==> config.mk <==
export PLATFORM = sky130hd
export DESIGN_NAME = param_register_bank
export DESIGN_NICKNAME = d
export VERILOG_FILES = /design/src/rtl/reg_pkg.sv /design/src/rtl/register_cell.sv /design/src/rtl/param_register_bank.sv
export SDC_FILE = /design/constraint.sdc
export NUM_CORES = 1
export LEC_CHECK = 0
export BUFFER_PORTS_ARGS = -buffer_cell sky130_fd_sc_hd__buf_2
export CAP_MARGIN = 30
export CORE_MARGIN = 2
export CORE_UTILIZATION = 65
export DETAILED_ROUTE_END_ITERATION = 8
export PLACE_DENSITY = 0.86
export SLEW_MARGIN = 20
export SYNTH_ARGS = -nofsm -noshare
export SYNTH_HDL_FRONTEND = slang
export SYNTH_SLANG_ARGS = --single-unit
==> constraint.sdc <==
create_clock -name Clock -period 4.26 [get_ports Clock]
set_input_delay 0.213 -clock Clock [delete_from_list [all_inputs] [get_ports Clock]]
set_output_delay 0.213 -clock Clock [all_outputs]
set_load 0.02 [all_outputs]
==> src/rtl/reg_pkg.sv <==
// Shared definitions for the parameterised register bank: operation codes
// and the half-width helper used to split each register into two halves.
package reg_pkg;

  typedef enum logic [2:0] {
    FUN_DEC   = 3'b000,
    FUN_INC   = 3'b001,
    FUN_LOAD  = 3'b010,
    FUN_CLR   = 3'b011,
    FUN_LO_ZX = 3'b100,
    FUN_LO    = 3'b101,
    FUN_HI    = 3'b110,
    FUN_LO_SX = 3'b111
  } fun_e;

  function automatic int half_width(input int width);
    return width / 2;
  endfunction

endpackage

==> src/rtl/register_cell.sv <==
// One WIDTH-bit register applying a FunSel operation when enabled; wrap flags
// that the operation about to be applied at this edge rolls the value over.
module register_cell
  import reg_pkg::*;
#(
  parameter int               WIDTH   = 16,
  parameter logic [WIDTH-1:0] RST_VAL = '0
) (
  input  logic             Clock,
  input  logic             Reset,
  input  logic             E,
  input  logic [2:0]       FunSel,
  input  logic [WIDTH-1:0] I,
  output logic [WIDTH-1:0] Q,
  output logic             wrap
);

  localparam int H = half_width(WIDTH);
  localparam logic [WIDTH-1:0] ONE = WIDTH'(1);

  logic [WIDTH-1:0] nxt;
  logic [H-1:0]     i_lo;

  assign i_lo = I[H-1:0];

  always_comb begin
    nxt = Q;
    case (FunSel)
      FUN_DEC:   nxt = Q - ONE;
      FUN_INC:   nxt = Q + ONE;
      FUN_LOAD:  nxt = I;
      FUN_CLR:   nxt = '0;
      FUN_LO_ZX: nxt = {{H{1'b0}}, i_lo};
      FUN_LO:    nxt = {Q[WIDTH-1:H], i_lo};
      FUN_HI:    nxt = {i_lo, Q[H-1:0]};
      FUN_LO_SX: nxt = {{H{i_lo[H-1]}}, i_lo};
      default:   nxt = Q;
    endcase
  end

  // Combinational look-ahead; the bank registers the OR of all cells.
  assign wrap = E & (((FunSel == FUN_INC) & (&Q)) |
                     ((FunSel == FUN_DEC) & ~(|Q)));

  always_ff @(posedge Clock or negedge Reset) begin
    if (!Reset) begin
      Q <= RST_VAL;
    end else if (E) begin
      Q <= nxt;
    end
  end

endmodule

==> src/rtl/param_register_bank.sv <==
// Bank of NREG register cells sharing one operation code, with two
// combinational read ports, a zero flag on port A and a registered wrap pulse.
module param_register_bank
  import reg_pkg::*;
#(
  parameter int               WIDTH   = 16,
  parameter int               NREG    = 4,
  parameter logic [WIDTH-1:0] RST_VAL = '0
) (
  input  logic                    Clock,
  input  logic                    Reset,
  input  logic [WIDTH-1:0]        I,
  input  logic                    E,
  input  logic [NREG-1:0]         RegSel,
  input  logic [2:0]              FunSel,
  input  logic [$clog2(NREG)-1:0] OutASel,
  input  logic [$clog2(NREG)-1:0] OutBSel,
  output logic [WIDTH-1:0]        OutA,
  output logic [WIDTH-1:0]        OutB,
  output logic                    ZeroA,
  output logic                    Wrap
);

  localparam int SELW = $clog2(NREG);

  logic [WIDTH-1:0] q [NREG];
  logic [NREG-1:0]  cell_wrap;

  for (genvar k = 0; k < NREG; k++) begin : g_cell
    register_cell #(
      .WIDTH   (WIDTH),
      .RST_VAL (RST_VAL)
    ) u_cell (
      .Clock  (Clock),
      .Reset  (Reset),
      .E      (E & RegSel[k]),
      .FunSel (FunSel),
      .I      (I),
      .Q      (q[k]),
      .wrap   (cell_wrap[k])
    );
  end

  // Indices past the last register fall through to zero.
  always_comb begin
    OutA = '0;
    OutB = '0;
    for (int k = 0; k < NREG; k++) begin
      if (SELW'(k) == OutASel) OutA = q[k];
      if (SELW'(k) == OutBSel) OutB = q[k];
    end
  end

  assign ZeroA = (OutA == '0);

  always_ff @(posedge Clock or negedge Reset) begin
    if (!Reset) begin
      Wrap <= 1'b0;
    end else begin
      Wrap <= |cell_wrap;
    end
  end

endmodule

==> metrics.md <==
| Metric | Value |
|---|---|
| # Post-CTS Setup Buffers | `0` |
| Largest net degree at the start of global routing | `37` |
| Sequential share of power | `0.262` |
| Min-delay worst type | `input port to flop` |
| Syn-to-layout area delta | `8.91%` |
| Internal Power | `2.23 mW` |
| Slew of the pin with the lowest slew margin | `0.896 ns` |
| PD cells | `555 mW/mm²` |
| First-pass GRT wire length | `37100 µm` |
| Remaining DRCs | `0` |
| Yosys top cell by area | `dfrtp_1` |
| Final wirelength | `23900 µm` |
| Detailed Routing Iterations Pass 1 | `6` |
| Post-Place Cell Area | `0.00747 mm²` |
| Die height | `108 µm` |
| IO Count | `64` |
| Run status | `complete, no violations` |
| Synth Flop Type | `dfrtp_1` |
| Clock power share | `0.149` |
| Slew Limit Headroom | `0.397` |
| Layout Utilization | `0.717` |
| Root Buffer | `clkbuf_8` |
| FP Rows | `38` |
| Worst Setup End Kind | `flop` |
| CP startpoint kind | `input port` |
| NumNets Final | `978` |
| Num CTS Buffers | `9` |
| Initial antenna violation count | `1` |
| Detailed router's first-iteration violation count | `858` |
| Switching pwr | `2.04 mW` |
| Worst path required time | `4.48 ns` |
| Unrepaired setup endpoints after global routing | `false` |
| Routed len/inst | `23.2 µm` |
| Post-synth top area share | `0.230` |
| Die width | `108 µm` |
| Setup violators final | `0` |
| CP max-delay cell | `buf_2` |
| Synth area leaders | `dfrtp_1 23%, ha_1 11%, mux4_2 10%, o21ai_0 5.8%, a21oi_1 5.2%` |
| Via total after detailed routing | `7461` |
| Seq/Total Area, Yosys | `0.230` |
| Number of enable flip-flop cells after synthesis | `0` |
| Hold Violations, Final | `0` |
| CP max stage delay | `0.46 ns` |
| Final hold slack | `0.205 ns` |
| Syn_nets | `929` |
| Syn Inst Count | `832` |
| Delay-heaviest family, CP | `compound AO/OA/AOI/OAI gates` |
| CTS resizes | `0` |
| Max H-tree Level | `3` |
| Cells along the critical path | `buf_2 > nand2_2 > buf_4 > ha_1 > o21ai_0 > a21oi_1 > o41ai_1 > a21oi_1 > a311oi_1 > xor2_1 > o221ai_1` |
| Cell variety after synth | `67` |
| Leakage dissipation | `3.27 nW` |
| Minimum clock period | `3.34 ns` |
| Max Clk Rate | `0.299 GHz` |
| Setup CP Type | `input port to flop` |
| Vias in the first global route | `7158` |
| Clock sinks | `65` |
| Slew Viols, Final | `0` |
| Die area | `0.0117 mm²` |
| Switching share of power | `0.478` |
| Synthesized area per cell | `8.51 µm²` |
| Share of cells above drive strength 1 | `0.158` |
| Crit path top cell by count | `a21oi_1` |
| CTS Buffer Depth | `2` |
| Clock skew | `0.00808 ns` |
| Most frequent cell after synthesis | `nand2_1` |
| # port buffers | `63` |
| GP Congestion | `0.979` |
| Final Cycle Share | `0.785` |
| GRT overflow | `0` |
| Overall power | `4.28 mW` |
| Hold_buf cts | `1` |
| CP Max Fanout | `33` |
| Reg-to-reg slack, setup | `1.50 ns` |
| Drt via density | `7.26` |
| Clock transition at path regs | `0.08 ns` |
| Post-synthesis register bit count | `65` |
| Final ANT Viol Nets | `0` |
| Global-route usage over all layers | `0.418` |
| FFs w/ async S/R, synth | `1.00` |
| MaxCap Viol Count | `0` |
| Synthesized area | `0.00708 mm²` |
| Hpwl dp | `17600 µm` |
| CTS tree | `built` |
| Comb power frac | `0.589` |
| Worst VDD drop | `0.311 mV` |
| Setup TNS | `0 ns` |
| Yosys warns | `0` |
| Critical Path AT | `3.56 ns` |
| Design Area, Final | `0.00771 mm²` |
| Worst Path Buf+Inv | `2` |
| Initial Util | `0.659` |
| Core area | `0.0107 mm²` |
| Insertion delay to the later sink of the worst-skew pair | `0.37 ns` |
| Top cells by count, synth | `85 x nand2_1, 82 x o21ai_0, 73 x a21oi_1, 65 x dfrtp_1, 63 x ha_1` |
## layout make-up
type,instances,area [µm²]
multi-input combinational,707,5210
inverter,30,113
clock inverter,4,75.1
fill,847,3040
timing repair buffer,68,355
antenna,1,2.50
clock buffer,12,155
sequential,65,1630
tap,140,175
## metrics by stage
step / worst slack [ns] / cells
2_1_floorplan: 0.292 / 832
3_3_place_gp: 0.930 / 1009
3_5_place_dp: 0.685 / 1009
4_1_cts: 1.07 / 1026
5_1_grt: 0.711 / 1026
6_report: 0.916 / 1027
## power groups by stage
stage | clock network, mW | registers [mW] | logic, mW
2_1_floorplan | 0 | 0.965 | 1.91
3_3_place_gp | 0 | 1.09 | 2.34
3_5_place_dp | 0 | 1.11 | 2.43
4_1_cts | 0.630 | 1.09 | 2.46
5_1_grt | 0.666 | 1.13 | 2.74
6_report | 0.637 | 1.12 | 2.52
## cells by family after synthesis
family / Yosys count / synth area share
AO/OA/AOI/OAI: 290 / 0.258
XOR/XNOR: 39 / 0.0483
adder cells (fa/ha/maj): 67 / 0.123
buffers and inverters: 60 / 0.0354
flip-flops: 65 / 0.230
multiplexers: 44 / 0.121
AND/OR/NAND/NOR: 267 / 0.185
## cells in the final DEF (no fill, tap or decap), types with 4 or more instances in the layout
cell type / n
a21o_1: 18
a31oi_1: 11
a21oi_1: 73
o21bai_1: 5
buf_4: 4
a221o_1: 5
o211ai_1: 7
nand2_1: 84
buf_2: 63
o21ai_0: 82
nand3_1: 13
nor3_1: 15
a21boi_0: 5
nand2b_1: 11
a22o_1: 5
nor4_1: 25
o21a_1: 15
clkbuf_8: 11
dfrtp_1: 65
fa_1: 4
mux2_2: 10
o221ai_1: 8
and3_1: 8
xnor2_1: 28
nor2b_1: 9
mux4_2: 32
nand4_1: 22
and2_1: 8
a211oi_1: 11
inv_1: 30
o21ai_1: 10
ha_1: 63
nor2_1: 53
xor2_1: 11
## worst paths after layout
path                                                         from                            endpoint  depth (start not counted)
worst min register to register  g_cell[1].u_cell.Q[6]$_DFFE_PN0P_   g_cell[1].u_cell.Q[6]$_DFFE_PN0P_                          2
max in group asynchronous                                   Reset  g_cell[1].u_cell.Q[15]$_DFFE_PN0P_                          3
worst max register to register  g_cell[3].u_cell.Q[0]$_DFFE_PN0P_  g_cell[3].u_cell.Q[14]$_DFFE_PN0P_                          9
worst min-delay path                                         I[3]   g_cell[0].u_cell.Q[3]$_DFFE_PN0P_                          3
worst max-delay path                                    FunSel[0]  g_cell[0].u_cell.Q[14]$_DFFE_PN0P_                         11
min in group asynchronous                                   Reset   g_cell[3].u_cell.Q[0]$_DFFE_PN0P_                          2
## layer usage
| metal | vias up | wire length [µm] | GRT usage |
|---|---|---|---|
| li1 | 3275 | - | - |
| met1 | 3552 | 8630 | 0.521 |
| met2 | 523 | 11300 | 0.680 |
| met3 | 111 | 2600 | 0.0850 |
| met4 | 0 | 1380 | 0.229 |
| met5 | - | 0 | 0 |
## worst reg2reg max path, cell delays in order (launching register included)
cell and delay [ns]:
dfrtp_1 0.55, inv_1 0.14, fa_1 0.48, nor2b_1 0.13, o21ai_0 0.11, a21oi_1 0.25
o211ai_1 0.23, o31ai_1 0.42, xnor2_1 0.18, o21ai_0 0.13
## sequential cells by signal (all words and copies together), names as in the netlist
register,cells
Wrap,1
g_cell.u_cell.Q,64
Power figures use the tool's default switching activity.
